File: config.mk
export PLATFORM = sky130hd
export DESIGN_NAME = wb_arb2_sdram_flat
export DESIGN_NICKNAME = d
export VERILOG_FILES = /design/src/rtl/wb_arb2_sdram_if.sv /design/src/rtl/wb_arb2_sdram.sv /design/src/flat_wrapper.sv
export SDC_FILE = /design/constraint.sdc
export NUM_CORES = 1
export LEC_CHECK = 0
export CORE_AREA = 2 2 121 123
export CTS_BUF_LIST = sky130_fd_sc_hd__clkbuf_16
export CTS_CLUSTER_SIZE = 16
export DETAILED_ROUTE_END_ITERATION = 8
export DIE_AREA = 0 0 123 125
export DONT_BUFFER_PORTS = 1
export PLACE_DENSITY_LB_ADDON = 0.15
export SKIP_LAST_GASP = 1
export SLEW_MARGIN = 20
export SYNTH_ARGS = -nofsm -noshare
export SYNTH_HDL_FRONTEND = slang
export SYNTH_SLANG_ARGS = --single-unit
File: constraint.sdc
create_clock -name sys_clk -period 1.5 [get_ports sys_clk]
set_input_delay 0.075 -clock sys_clk [delete_from_list [all_inputs] [get_ports sys_clk]]
set_output_delay 0.075 -clock sys_clk [all_outputs]
set_load 0.02 [all_outputs]
File: src/rtl/wb_arb2_sdram_if.sv
// Wishbone B4 classic bus bundle shared by the two masters and the
// memory-controller port of the arbiter.
`timescale 1ns/1ps
interface wb_arb2_sdram_if #(
    parameter int dw     = 32,
    parameter int APP_AW = 26
);
    logic              cyc;
    logic              stb;
    logic              we;
    logic [APP_AW-1:0] addr;
    logic [dw-1:0]     dat_w;
    logic [dw/8-1:0]   sel;
    logic [2:0]        cti;
    logic              ack;
    logic              err;
    logic [dw-1:0]     dat_r;

    modport master (
        output cyc, stb, we, addr, dat_w, sel, cti,
        input  ack, err, dat_r
    );

    modport slave (
        input  cyc, stb, we, addr, dat_w, sel, cti,
        output ack, err, dat_r
    );
endinterface

File: src/rtl/wb_arb2_sdram.sv
// Two-master round-robin Wishbone arbiter in front of the SDRAM controller port.
// Grant is held for a whole cyc, gated by SDRAM init, and guarded by an ack watchdog.
`timescale 1ns/1ps
module wb_arb2_sdram #(
    parameter int TIMEOUT = 255
) (
    input  logic            sys_clk,
    input  logic            sys_resetn,
    input  logic            sdr_init_done,
    wb_arb2_sdram_if.slave  m0,
    wb_arb2_sdram_if.slave  m1,
    wb_arb2_sdram_if.master s,
    output logic [1:0]      grant_o,
    output logic            timeout_o
);
    typedef enum logic [2:0] {IDLE, GNT0, GNT1, ABRT0, ABRT1} state_t;

    localparam logic [7:0] WDOG_LIMIT = 8'(TIMEOUT);

    state_t     state, state_next;
    logic       last;
    logic [7:0] wdog;
    logic       abort;

    always_ff @(posedge sys_clk or negedge sys_resetn) begin
        if (!sys_resetn) begin
            state     <= IDLE;
            last      <= 1'b1;
            wdog      <= '0;
            timeout_o <= 1'b0;
        end else begin
            // NOTE: non-blocking so every register below sees the pre-edge values.
            state <= state_next;
            if (state_next == GNT0 && state != GNT0)
                last <= 1'b0;
            else if (state_next == GNT1 && state != GNT1)
                last <= 1'b1;
            if (state_next != state || s.ack || !s.stb)
                wdog <= '0;
            else
                wdog <= wdog + 8'd1;
            if (abort)
                timeout_o <= 1'b1;
        end
    end

    always_comb begin
        // NOTE: defaults first so no path through the case leaves a latch behind.
        state_next = state;
        abort      = 1'b0;
        case (state)
            IDLE: begin
                if (sdr_init_done) begin
                    if (m0.cyc && m1.cyc)
                        state_next = last ? GNT0 : GNT1;
                    else if (m0.cyc)
                        state_next = GNT0;
                    else if (m1.cyc)
                        state_next = GNT1;
                end
            end
            GNT0: begin
                if (!m0.cyc) begin
                    state_next = IDLE;
                end else if (s.stb && wdog == WDOG_LIMIT && !s.ack) begin
                    abort      = 1'b1;
                    state_next = ABRT0;
                end
            end
            GNT1: begin
                if (!m1.cyc) begin
                    state_next = IDLE;
                end else if (s.stb && wdog == WDOG_LIMIT && !s.ack) begin
                    abort      = 1'b1;
                    state_next = ABRT1;
                end
            end
            ABRT0:   if (!m0.cyc) state_next = IDLE;
            ABRT1:   if (!m1.cyc) state_next = IDLE;
            default: state_next = IDLE;
        endcase
    end

    // Bus steering depends only on the registered state, so an async reset
    // drops s.cyc immediately; abort states and IDLE leave everything at zero.
    always_comb begin
        s.cyc    = 1'b0;
        s.stb    = 1'b0;
        s.we     = 1'b0;
        s.addr   = '0;
        s.dat_w  = '0;
        s.sel    = '0;
        s.cti    = '0;
        m0.ack   = 1'b0;
        m0.dat_r = '0;
        m1.ack   = 1'b0;
        m1.dat_r = '0;
        case (state)
            GNT0: begin
                s.cyc    = m0.cyc;
                s.stb    = m0.stb;
                s.we     = m0.we;
                s.addr   = m0.addr;
                s.dat_w  = m0.dat_w;
                s.sel    = m0.sel;
                s.cti    = m0.cti;
                m0.ack   = s.ack;
                m0.dat_r = s.dat_r;
            end
            GNT1: begin
                s.cyc    = m1.cyc;
                s.stb    = m1.stb;
                s.we     = m1.we;
                s.addr   = m1.addr;
                s.dat_w  = m1.dat_w;
                s.sel    = m1.sel;
                s.cti    = m1.cti;
                m1.ack   = s.ack;
                m1.dat_r = s.dat_r;
            end
            default: ;
        endcase
    end

    assign m0.err  = abort && (state == GNT0);
    assign m1.err  = abort && (state == GNT1);
    assign grant_o = {state == GNT1, state == GNT0};

endmodule
File: src/flat_wrapper.sv
// flat-port wrapper written by rule: the top's interface ports become plain ports
module wb_arb2_sdram_flat 
#(
    parameter int TIMEOUT = 255
)
  (sys_clk, sys_resetn, sdr_init_done, grant_o, timeout_o, m0_cyc, m0_stb, m0_we, m0_addr, m0_dat_w, m0_sel, m0_cti, m0_ack, m0_err, m0_dat_r, m1_cyc, m1_stb, m1_we, m1_addr, m1_dat_w, m1_sel, m1_cti, m1_ack, m1_err, m1_dat_r, s_cyc, s_stb, s_we, s_addr, s_dat_w, s_sel, s_cti, s_ack, s_err, s_dat_r);
  wb_arb2_sdram_if m0_i ();
  wb_arb2_sdram_if m1_i ();
  wb_arb2_sdram_if s_i ();
  input  logic sys_clk;
  input  logic sys_resetn;
  input  logic sdr_init_done;
  output logic [1:0] grant_o;
  output logic timeout_o;
  input wire logic [$bits(m0_i.cyc)-1:0] m0_cyc;
  input wire logic [$bits(m0_i.stb)-1:0] m0_stb;
  input wire logic [$bits(m0_i.we)-1:0] m0_we;
  input wire logic [$bits(m0_i.addr)-1:0] m0_addr;
  input wire logic [$bits(m0_i.dat_w)-1:0] m0_dat_w;
  input wire logic [$bits(m0_i.sel)-1:0] m0_sel;
  input wire logic [$bits(m0_i.cti)-1:0] m0_cti;
  output wire logic [$bits(m0_i.ack)-1:0] m0_ack;
  output wire logic [$bits(m0_i.err)-1:0] m0_err;
  output wire logic [$bits(m0_i.dat_r)-1:0] m0_dat_r;
  input wire logic [$bits(m1_i.cyc)-1:0] m1_cyc;
  input wire logic [$bits(m1_i.stb)-1:0] m1_stb;
  input wire logic [$bits(m1_i.we)-1:0] m1_we;
  input wire logic [$bits(m1_i.addr)-1:0] m1_addr;
  input wire logic [$bits(m1_i.dat_w)-1:0] m1_dat_w;
  input wire logic [$bits(m1_i.sel)-1:0] m1_sel;
  input wire logic [$bits(m1_i.cti)-1:0] m1_cti;
  output wire logic [$bits(m1_i.ack)-1:0] m1_ack;
  output wire logic [$bits(m1_i.err)-1:0] m1_err;
  output wire logic [$bits(m1_i.dat_r)-1:0] m1_dat_r;
  output wire logic [$bits(s_i.cyc)-1:0] s_cyc;
  output wire logic [$bits(s_i.stb)-1:0] s_stb;
  output wire logic [$bits(s_i.we)-1:0] s_we;
  output wire logic [$bits(s_i.addr)-1:0] s_addr;
  output wire logic [$bits(s_i.dat_w)-1:0] s_dat_w;
  output wire logic [$bits(s_i.sel)-1:0] s_sel;
  output wire logic [$bits(s_i.cti)-1:0] s_cti;
  input wire logic [$bits(s_i.ack)-1:0] s_ack;
  input wire logic [$bits(s_i.err)-1:0] s_err;
  input wire logic [$bits(s_i.dat_r)-1:0] s_dat_r;
  assign m0_i.cyc = m0_cyc;
  assign m0_i.stb = m0_stb;
  assign m0_i.we = m0_we;
  assign m0_i.addr = m0_addr;
  assign m0_i.dat_w = m0_dat_w;
  assign m0_i.sel = m0_sel;
  assign m0_i.cti = m0_cti;
  assign m0_ack = m0_i.ack;
  assign m0_err = m0_i.err;
  assign m0_dat_r = m0_i.dat_r;
  assign m1_i.cyc = m1_cyc;
  assign m1_i.stb = m1_stb;
  assign m1_i.we = m1_we;
  assign m1_i.addr = m1_addr;
  assign m1_i.dat_w = m1_dat_w;
  assign m1_i.sel = m1_sel;
  assign m1_i.cti = m1_cti;
  assign m1_ack = m1_i.ack;
  assign m1_err = m1_i.err;
  assign m1_dat_r = m1_i.dat_r;
  assign s_cyc = s_i.cyc;
  assign s_stb = s_i.stb;
  assign s_we = s_i.we;
  assign s_addr = s_i.addr;
  assign s_dat_w = s_i.dat_w;
  assign s_sel = s_i.sel;
  assign s_cti = s_i.cti;
  assign s_i.ack = s_ack;
  assign s_i.err = s_err;
  assign s_i.dat_r = s_dat_r;
  wb_arb2_sdram #(.TIMEOUT(TIMEOUT)) u_core (.sys_clk(sys_clk), .sys_resetn(sys_resetn), .sdr_init_done(sdr_init_done), .m0(m0_i), .m1(m1_i), .s(s_i), .grant_o(grant_o), .timeout_o(timeout_o));
endmodule
==> results.sh, run 1 <==
export IMPL_grt_total_usage=0.133
export IMPL_power_density_mw_per_mm2=1220
export IMPL_min_path_type="primary input to flip-flop"
export IMPL_first_global_vias=2396
export IMPL_tns_ns=-26.30
export IMPL_yosys_area_share_simple=0.332
export IMPL_die_w_um=123
export IMPL_crit_cells=6
export IMPL_cp_start_kind="flip-flop"
export IMPL_syn_inst=237
export IMPL_synthAdderAreaFrac=0.00669
export IMPL_grt_pass1_wl_mm=15.4
export IMPL_post_route_period_util=1.18
export IMPL_vias=2409
export IMPL_ys_types=39
export IMPL_max_stage_delay_ns=0.46
export IMPL_required_ns=1.66
export IMPL_avgSynthCellArea_um2=7.89
export IMPL_combPwrFrac=0.815
export IMPL_muxShareOfSynthArea=0.00535
export IMPL_first_pass_iters=4
export IMPL_cts_sinks=13
export IMPL_die_area_mm2=0.0154
export IMPL_arrival_ns=1.94
export IMPL_core_area_mm2=0.0142
export IMPL_switchingPower_mw=2.32
export IMPL_die_h_um=125
export IMPL_clock_power_share=0.102
export IMPL_criticalPathCategory="flip-flop to flip-flop"
export IMPL_r2r_slack_ns=-0.28
export IMPL_routed_via_density=4.90
export IMPL_synth_compound_area_frac=0.387
export IMPL_wirelength_mm=12.3
export IMPL_post_drt_wl_per_cell_um=25.1
export IMPL_syn_cell_area_mm2=0.00187
export IMPL_synth_xor_area_frac=0.0281
export IMPL_p_seq_frac=0.083
export IMPL_busiest_layer="met2"
export IMPL_synthFlopType="dfrtp_1"
export IMPL_numPortBuffers=0
export IMPL_timing_fmax_mhz=563
export IMPL_final_cell_mix="66 x and3_4, 62 x buf_4, 60 x a22o_4, 13 x buf_6, 9 x dfrtp_1"
export IMPL_gp_congestion=0.818
export IMPL_insertion_delay_ns=0.25
export IMPL_status="finished with violations"
export IMPL_ctsLongestPathBuffers=2
export IMPL_grt_max_degree=35
export IMPL_hold_depth=2
export IMPL_synth_warnings=0
export IMPL_final_hold_viol_count=0
export IMPL_synth_edf_count=0
export IMPL_num_fill_cells=1459
export IMPL_drv_cap=0
export IMPL_use_met2=0.227
export IMPL_rsz0062_at_grt="yes"
export IMPL_io_pins=312
export IMPL_area_delta_synth_final_pct=120
export IMPL_grt_overflow=0
export IMPL_yosysSeqAreaShare=0.175
export IMPL_setup_viol=149
export IMPL_nets=483
export IMPL_max_slew_margin=0.566
export IMPL_clockRootBuffer="clkbuf_16"
export IMPL_grt_use_met3=0.0415
export IMPL_initial_core_util=0.132
export IMPL_antenna_left=0
export IMPL_r2r_start="u_core.state[1]"
export IMPL_rr_endpoint="u_core.wdog[1]"
export IMPL_drcViolationCount=0
export IMPL_cts_made_buffers=3
export IMPL_cp_slowest_cell="or3_4"
export IMPL_cts_tree="built"
export IMPL_async_flop_share=1.00
export IMPL_num_rows=44
export IMPL_antenna_found_initial=0
export IMPL_use_met1=0.165
export IMPL_p_leak_nw=1.84
export IMPL_clk_pin_slew_ns=0.05
export IMPL_end_kind="flip-flop"
export IMPL_cp_max_fo=7
export IMPL_critical_path_buf_inv_count=1
export IMPL_critPathTopFamily="simple AND/OR/NAND/NOR gates"
export IMPL_antenna_cells=0
export IMPL_postPlaceCellArea_mm2=0.00254
export IMPL_stdcell_area_mm2=0.00412
export IMPL_intPower_mw=2.71
export IMPL_hpwl_mm=8.90
export IMPL_slew_violations=0
export IMPL_fin_skew_ns=0.00827
export IMPL_drtIter0Drc=112
export IMPL_drive_above_1_share=0.825
export IMPL_finalCriticalPeriod_ns=1.78
export IMPL_ys_ff_latch=13
export IMPL_path_cells="buf_4 > and3b_2 > o21ai_4 > o32ai_4 > or3_4 > a21boi_1"
export IMPL_p_sw_frac=0.461
export IMPL_synth_top_family_by_area="compound AO/OA/AOI/OAI gates"
export IMPL_worstRegToRegCells=6
export IMPL_violations="negative setup slack"
export IMPL_ir_drop_v=0.000469
export IMPL_final_common_cell="and3_4"
export IMPL_layout_setup_ws_ns=-0.277
export IMPL_worstMarginPinSlew_ns=0.648
export IMPL_h_tree_depth=1
export IMPL_synth_nets=411
export IMPL_worstHoldStart="sdr_init_done"
export IMPL_hold_end="u_core.last"
[worst register-to-register path, stage by stage (launching register included)]
cell and delay (ns):
dfrtp_2 0.39, buf_4 0.12, and3b_2 0.23, o21ai_4 0.22, o32ai_4 0.13, or3_4 0.46, a21boi_1 0.15
[how the worst max path moves through the flow]
stage / from / endpoint / slack (ns)
after floorplan: u_core.state[2] / s_addr[12] / -0.07
after global placement: u_core.state[1] / u_core.wdog[5] / -0.20
after detailed placement: u_core.state[0] / u_core.wdog[2] / -0.25
after CTS: u_core.state[1] / s_addr[6] / -0.26
after global routing: u_core.state[1] / u_core.wdog[1] / -0.34
final: u_core.state[1] / u_core.wdog[1] / -0.28
[flip-flops by register name (all words and copies together), names as in the netlist]
name and count:
u_core.wdog 8, u_core.state 3, u_core.last 1, u_core.timeout_o 1
[Yosys cell counts (2+ instances only)]
library cell | instances | area, µm²
nand3_1 | 5 | 25.0
a22o_1 | 67 | 587
dfrtp_1 | 12 | 300
a21oi_1 | 7 | 35.0
nor3_1 | 5 | 25.0
nor2_1 | 5 | 18.8
and3_1 | 67 | 419
nor2b_1 | 2 | 12.5
clkbuf_1 | 20 | 75.1
nand2_1 | 4 | 15.0
xnor2_1 | 2 | 17.5
buf_2 | 9 | 45.0
nor3b_1 | 2 | 15.0
a21o_1 | 2 | 15.0
xor2_1 | 4 | 35.0
[power by group through the flow]
| stage | sequential, mW | combinational (mW) | clock (mW) |
|---|---|---|---|
| finish | 0.418 | 4.09 | 0.513 |
| floorplan | 0.417 | 1.88 | 0 |
| global route | 0.422 | 4.26 | 0.541 |
| detailed placement | 0.427 | 2.62 | 0 |
| CTS | 0.415 | 3.66 | 0.517 |
| global placement | 0.422 | 2.62 | 0 |
[per-layer routing]
metal,share of wire,vias up
met4,0.014,0
met5,0,-
met1,0.40,1188
met3,0.081,8
li1,-,1089
met2,0.50,124
[metrics by stage]
| stage | instances | hold WS [ns] | util | total power [mW] | setup WS, ns |
|---|---|---|---|---|---|
| floorplan | 237 | -0.221 | - | 2.30 | -0.0687 |
| global placement | 448 | -0.220 | 0.179 | 3.04 | -0.197 |
| detailed placement | 448 | -0.220 | 0.179 | 3.04 | -0.254 |
| CTS | 482 | 0.0790 | 0.260 | 4.59 | -0.258 |
| global route | 492 | 0.0802 | 0.290 | 5.23 | -0.340 |
| finish | 492 | 0.0710 | 0.290 | 5.02 | -0.277 |
[final cells by class]
| class | count | area [µm²] | area share |
|---|---|---|---|
| sequential | 13 | 330 | 0.0802 |
| tap | 184 | 230 | 0.0559 |
| clock inverter | 1 | 3.75 | 0.000911 |
| timing repair buffer | 96 | 1030 | 0.251 |
| clock buffer | 3 | 75.1 | 0.0182 |
| multi-input combinational | 194 | 2440 | 0.592 |
| inverter | 1 | 6.26 | 0.00152 |
[cells by family after synthesis]
group                      Yosys count
and+or+nand+nor                    101
xor gates and xnor gates             6
adders and majority gates            1
buffers and inverters               30
muxes                                1
AOI/OAI and AO/OA                   85
DFF                                 13
[repair_timing]
item                                    4_1_cts  5_1_grt
endpoints found under the hold margin        15        0
endpoints found under the setup margin      148      149
cloned                                        2        6
setup buffers                                26        5
resized for setup                           229       57
hold buffers                                  3        0
pin swaps                                    14       73
Note: power is estimated with default switching activity, not from simulation.
==> run 2: changes to the inputs <==
--- a/config.mk
+++ b/config.mk
@@ -5,6 +5,8 @@
 export SDC_FILE = /design/constraint.sdc
 export NUM_CORES = 1
 export LEC_CHECK = 0
+export CELL_PAD_IN_SITES_DETAIL_PLACEMENT = 1
+export CELL_PAD_IN_SITES_GLOBAL_PLACEMENT = 2
 export CORE_AREA = 2 2 121 123
 export CTS_BUF_LIST = sky130_fd_sc_hd__clkbuf_16
 export CTS_CLUSTER_SIZE = 16
==> run 2 against run 1 <==
Against the previous run: the flow still finishes with violations (negative setup slack); non-clock buffer count decreased by 3; critical path depth grew 1; final area is 3.8% higher.
==> results.sh, run 2 (synthesized netlist as in run 1, its figures left out) <==
export IMPL_antenna_found_initial=0
export IMPL_cts_tree="built"
export IMPL_routed_via_density=4.99
export IMPL_max_stage_delay_ns=0.45
export IMPL_h_tree_depth=1
export IMPL_wirelength_mm=12.5
export IMPL_drcViolationCount=0
export IMPL_path_cells="buf_6 > nor3_4 > buf_12 > buf_12 > buf_12 > a22o_1 > buf_6"
export IMPL_insertion_delay_ns=0.24
export IMPL_power_density_mw_per_mm2=1240
export IMPL_numPortBuffers=0
export IMPL_die_area_mm2=0.0154
export IMPL_final_cell_mix="67 x and3_4, 49 x a22o_4, 37 x buf_4, 21 x buf_6, 20 x buf_12"
export IMPL_grt_pass1_wl_mm=15.6
export IMPL_hpwl_mm=8.53
export IMPL_multi_input_area_mm2=0.00239
export IMPL_regArea_um2=329
export IMPL_antenna_cells=0
export IMPL_largest_register="u_core.wdog"
export IMPL_num_rows=44
export IMPL_largest_reg_flops=8
export IMPL_p_leak_nw=1.83
export IMPL_initial_core_util=0.132
export IMPL_grt_max_degree=26
export IMPL_tns_ns=-31.92
export IMPL_dp_cells=447
export IMPL_cts_made_buffers=3
export IMPL_drv_cap=0
export IMPL_finalCriticalPeriod_ns=1.81
export IMPL_postPlaceCellArea_mm2=0.00256
export IMPL_final_hold_viol_count=0
export IMPL_final_common_cell="and3_4"
export IMPL_max_slew_margin=0.559
export IMPL_slew_violations=0
export IMPL_vias=2438
export IMPL_setup_viol=150
export IMPL_critPathTopFamily="buffers and inverters"
export IMPL_clockRootBuffer="clkbuf_16"
export IMPL_layout_setup_ws_ns=-0.307
export IMPL_post_drt_wl_per_cell_um=25.5
export IMPL_cp_slowest_cell="dfrtp_2"
export IMPL_critical_path_buf_inv_count=5
export IMPL_post_route_util=0.301
export IMPL_end_kind="output port"
export IMPL_die_h_um=125
export IMPL_required_ns=1.42
export IMPL_first_pass_iters=4
export IMPL_timing_fmax_mhz=553
export IMPL_num_fill_cells=1530
export IMPL_arrival_ns=1.73
export IMPL_ir_drop_v=0.000449
export IMPL_fin_skew_ns=0.00170
export IMPL_violations="negative setup slack"
export IMPL_drtIter0Drc=73
export IMPL_cts_sinks=13
export IMPL_min_path_type="primary input to flip-flop"
export IMPL_criticalPathCategory="flip-flop to output port"
export IMPL_die_w_um=123
export IMPL_post_route_period_util=1.20
export IMPL_core_area_mm2=0.0142
export IMPL_nets=480
export IMPL_antenna_left=0
export IMPL_ctsLongestPathBuffers=2
export IMPL_crit_path_frequent_cell="buf_12"
export IMPL_worstMarginPinSlew_ns=0.659
export IMPL_cp_start_kind="flip-flop"
export IMPL_gp_congestion=0.720
export IMPL_grt_total_usage=0.134
export IMPL_stdcell_count=489
export IMPL_grt_overflow=0
export IMPL_io_pins=312
export IMPL_stdcell_area_mm2=0.00428
export IMPL_top_regs="u_core.wdog: 8 flops, u_core.state: 3 flops"
export IMPL_clk_pin_slew_ns=0.05
export IMPL_rsz0062_at_grt="yes"
export IMPL_drive_above_1_share=0.843
export IMPL_cp_max_fo=8
export IMPL_status="finished with violations"
export IMPL_first_global_vias=2484
export IMPL_area_delta_synth_final_pct=129
run 2: changes by cell type in the layout (fill, tap and decap cells not counted), moves of 2 or more:
cell,delta
a22o_1,-3
a22o_2,+14
buf_4,-25
clkbuf_16,+4
buf_12,+12
buf_8,-2
buf_6,+8
a22o_4,-11
run 2: area by class of cell:
type	instances	share of cell area
clock buffer	3	0.0176
clock inverter	1	0.00117
inverter	1	0.00176
multi-input combinational	194	0.558
sequential	13	0.0770
tap	184	0.0538
timing repair buffer	93	0.291
run 2: where the power goes:
group          leakage (nW)  total [mW]  switching (mW)  internal [mW]
Clock                0.0409       0.521           0.165          0.356
Combinational          1.61        4.38            2.22           2.16
Sequential            0.173       0.410          0.0199          0.390
run 2: worst register-to-register path: stages, from the launching register on:
cell	delay [ns]
dfrtp_1	0.39
buf_4	0.14
and3b_2	0.21
o21ai_4	0.23
o32ai_4	0.13
or3_4	0.48
a21oi_2	0.14
run 2: per-stage QoR:
| step | hold WS, ns | total power, mW | setup WS [ns] |
|---|---|---|---|
| 2_1_floorplan | -0.221 | 2.30 | -0.0687 |
| 3_3_place_gp | -0.220 | 3.07 | -0.270 |
| 3_5_place_dp | -0.220 | 3.07 | -0.288 |
| 4_1_cts | 0.0821 | 4.68 | -0.318 |
| 5_1_grt | 0.0921 | 5.54 | -0.388 |
| 6_report | 0.0748 | 5.31 | -0.307 |
run 2: worst paths after layout:
path | slack, ns | cells past startpoint | start | to
max reg2reg | -0.29 | 6 | u_core.state[0] | u_core.wdog[7]
min reg2reg | 0.54 | 2 | u_core.wdog[0] | u_core.wdog[0]
max | -0.31 | 7 | u_core.state[2] | s_stb
min in group asynchronous | 0.30 | 1 | sys_resetn | u_core.timeout_o
min | 0.07 | 2 | sdr_init_done | u_core.last
max in group asynchronous | 0.74 | 1 | sys_resetn | u_core.state[2]
run 2: what timing repair did:
item	4_1_cts	5_1_grt
gates resized for setup	243	60
buffers inserted	12	11
cloned	5	9
endpoints found under the hold margin	15	0
pin swaps	41	63
setup endpoints to repair	148	150
hold buffers	3	0
run 2: routing by layer:
metal,GRT usage,routed length (µm),up-vias,share of wire
li1,-,-,1086,-
met1,0.152,4580,1199,0.37
met2,0.264,6720,136,0.54
met3,0.0210,819,17,0.066
met4,0.0194,344,0,0.028
met5,0,0,-,0
==> run 3: changes to the inputs <==
--- a/config.mk
+++ b/config.mk
@@ -15,7 +15,7 @@
 export DONT_BUFFER_PORTS = 1
 export PLACE_DENSITY_LB_ADDON = 0.15
 export SKIP_LAST_GASP = 1
-export SLEW_MARGIN = 20
+export SLEW_MARGIN = 25
 export SYNTH_ARGS = -nofsm -noshare
 export SYNTH_HDL_FRONTEND = slang
 export SYNTH_SLANG_ARGS = --single-unit
==> constraint.sdc (replaced) <==
create_clock -name sys_clk -period 1.5 [get_ports sys_clk]
set_input_delay 0.075 -clock sys_clk [delete_from_list [all_inputs] [get_ports sys_clk]]
set_output_delay 0.075 -clock sys_clk [all_outputs]
set_load 0.005 [all_outputs]
==> run 3 against run 2 <==
Against the previous run: the flow still finishes with violations (negative setup slack); clock power grew 2%; clock skew up 0.0016 ns; maximum frequency increased by 6.7%; flip-flop and latch count stayed put; global-route usage fell by 0.32 points; combinational power decreased by 34%; critical path type is now flip-flop to flip-flop; critical endpoint is now u_core.wdog[1]; largest cell class unchanged; highest routed layer unchanged.
==> results.sh, run 3 (synthesized netlist as in run 1, its figures left out) <==
export IMPL_status="finished with violations"
export IMPL_violations="negative setup slack"
export IMPL_drv_cap=0
export IMPL_fin_skew_ns=0.00331
export IMPL_first_pass_iters=4
export IMPL_cts_sinks=13
export IMPL_clockRootBuffer="clkbuf_16"
export IMPL_final_hold_viol_count=0
export IMPL_timing_fmax_mhz=591
export IMPL_whs_ns=0.0671
export IMPL_core_area_mm2=0.0142
export IMPL_finalCriticalPeriod_ns=1.69
export IMPL_multi_input_area_mm2=0.00187
export IMPL_largest_reg_flops=8
export IMPL_required_ns=1.67
export IMPL_grt_max_degree=35
export IMPL_cts_made_buffers=3
export IMPL_antenna_cells=0
export IMPL_drtIter0Drc=90
export IMPL_numPortBuffers=0
export IMPL_post_route_util=0.245
export IMPL_min_path_type="primary input to flip-flop"
export IMPL_max_slew_margin=0.557
export IMPL_ctsLongestPathBuffers=2
export IMPL_setup_viol=129
export IMPL_critPathTopFamily="compound AO/OA/AOI/OAI gates"
export IMPL_worstMarginPinSlew_ns=0.663
export IMPL_drive_above_1_share=0.518
export IMPL_power_density_mw_per_mm2=1100
export IMPL_cts_tree="built"
export IMPL_first_global_vias=2191
export IMPL_cp_start_kind="flip-flop"
export IMPL_wl_met1_mm=4.68
export IMPL_layout_setup_ws_ns=-0.193
export IMPL_clk_pin_slew_ns=0.05
export IMPL_routed_via_density=5.02
export IMPL_area_delta_synth_final_pct=86.4
export IMPL_slew_violations=0
export IMPL_path_cells="buf_6 > buf_4 > a32oi_2 > o32ai_2 > or3_4 > a21boi_1"
export IMPL_ir_drop_v=0.000505
export IMPL_drcViolationCount=0
export IMPL_arrival_ns=1.86
export IMPL_tns_ns=-16.36
export IMPL_regArea_um2=328
export IMPL_die_area_mm2=0.0154
export IMPL_cp_slowest_cell="or3_4"
export IMPL_p_total_mw=3.83
export IMPL_wl_met2_mm=6.70
export IMPL_die_h_um=125
export IMPL_end_kind="flip-flop"
export IMPL_route_top_layer_used="met4"
export IMPL_insertion_delay_ns=0.25
export IMPL_antenna_left=0
export IMPL_num_rows=44
export IMPL_nets=459
export IMPL_die_w_um=123
export IMPL_crit_cells=6
export IMPL_h_tree_depth=1
export IMPL_critical_path_buf_inv_count=2
export IMPL_largest_register="u_core.wdog"
export IMPL_route_met3_wl_um=944
export IMPL_top_regs="u_core.wdog: 8 flops, u_core.state: 3 flops"
export IMPL_grt_pass1_wl_mm=14.9
export IMPL_initial_core_util=0.132
export IMPL_vias=2349
export IMPL_io_pins=312
export IMPL_hold_depth=2
export IMPL_antenna_found_initial=0
export IMPL_post_drt_wl_per_cell_um=26.4
export IMPL_grt_total_usage=0.131
export IMPL_max_stage_delay_ns=0.43
export IMPL_rsz0062_at_grt="yes"
export IMPL_final_common_cell="a22o_1"
export IMPL_cp_max_fo=7
export IMPL_grt_overflow=0
export IMPL_worstRegToRegCells=6
export IMPL_wirelength_mm=12.4
export IMPL_final_cell_mix="45 x a22o_1, 37 x and3_1, 35 x buf_4, 30 x and3_4, 22 x a22o_4"
export IMPL_gp_congestion=0.680
export IMPL_hpwl_mm=8.46
export IMPL_p_leak_nw=1.59
export IMPL_num_fill_cells=1600
export IMPL_post_route_period_util=1.13
export IMPL_criticalPathCategory="flip-flop to flip-flop"
==> run 3: area by class of cell <==
class,count,share of cell area
Clock inverter,1,0.00144
Inverter,1,0.00215
Clock buffer,3,0.0215
Tap cell,184,0.0660
Multi-Input combinational cell,194,0.537
Timing Repair Buffer,72,0.277
Sequential cell,13,0.0940
==> run 3: per-layer routing <==
| metal | global-route usage | vias up |
|---|---|---|
| li1 | - | 1039 |
| met2 | 0.246 | 152 |
| met4 | 0.0120 | 0 |
| met1 | 0.158 | 1154 |
| met3 | 0.0265 | 4 |
| met5 | 0 | - |
==> run 3: path summary, 6_finish.rpt <==
kind	slack (ns)	end	from
setup / recovery	-0.19	u_core.wdog[1]	u_core.state[0]
hold / removal	0.07	u_core.last	sdr_init_done
setup reg to reg	-0.19	u_core.wdog[1]	u_core.state[0]
hold reg to reg	0.49	u_core.timeout_o	u_core.timeout_o
max in group asynchronous	0.74	u_core.state[1]	sys_resetn
min in group asynchronous	0.30	u_core.timeout_o	sys_resetn
==> run 3: through the flow <==
stage / std cells / area, µm² / worst slack, ns
after floorplan: 237 / 1870 / -0.0636
after global placement: 429 / 2310 / -0.219
after detailed placement: 429 / 2310 / -0.243
after CTS: 451 / 3070 / -0.193
after global routing: 468 / 3490 / -0.274
final: 468 / 3490 / -0.193
==> run 3: repair_timing <==
item,in CTS,in global routing
endpoints found under the hold margin,15,0
buffers inserted,10,7
gates resized for setup,80,20
gates cloned,5,11
hold buffers,3,0
setup endpoints to repair,147,122
pin swaps,23,48
==> run 3: power by group <==
part	switching (mW)	total, mW	leakage, nW	internal [mW]
clock	0.174	0.531	0.0409	0.357
sequential	0.0222	0.412	0.175	0.390
combinational	1.32	2.88	1.38	1.57
total	1.51	3.83	1.59	2.31
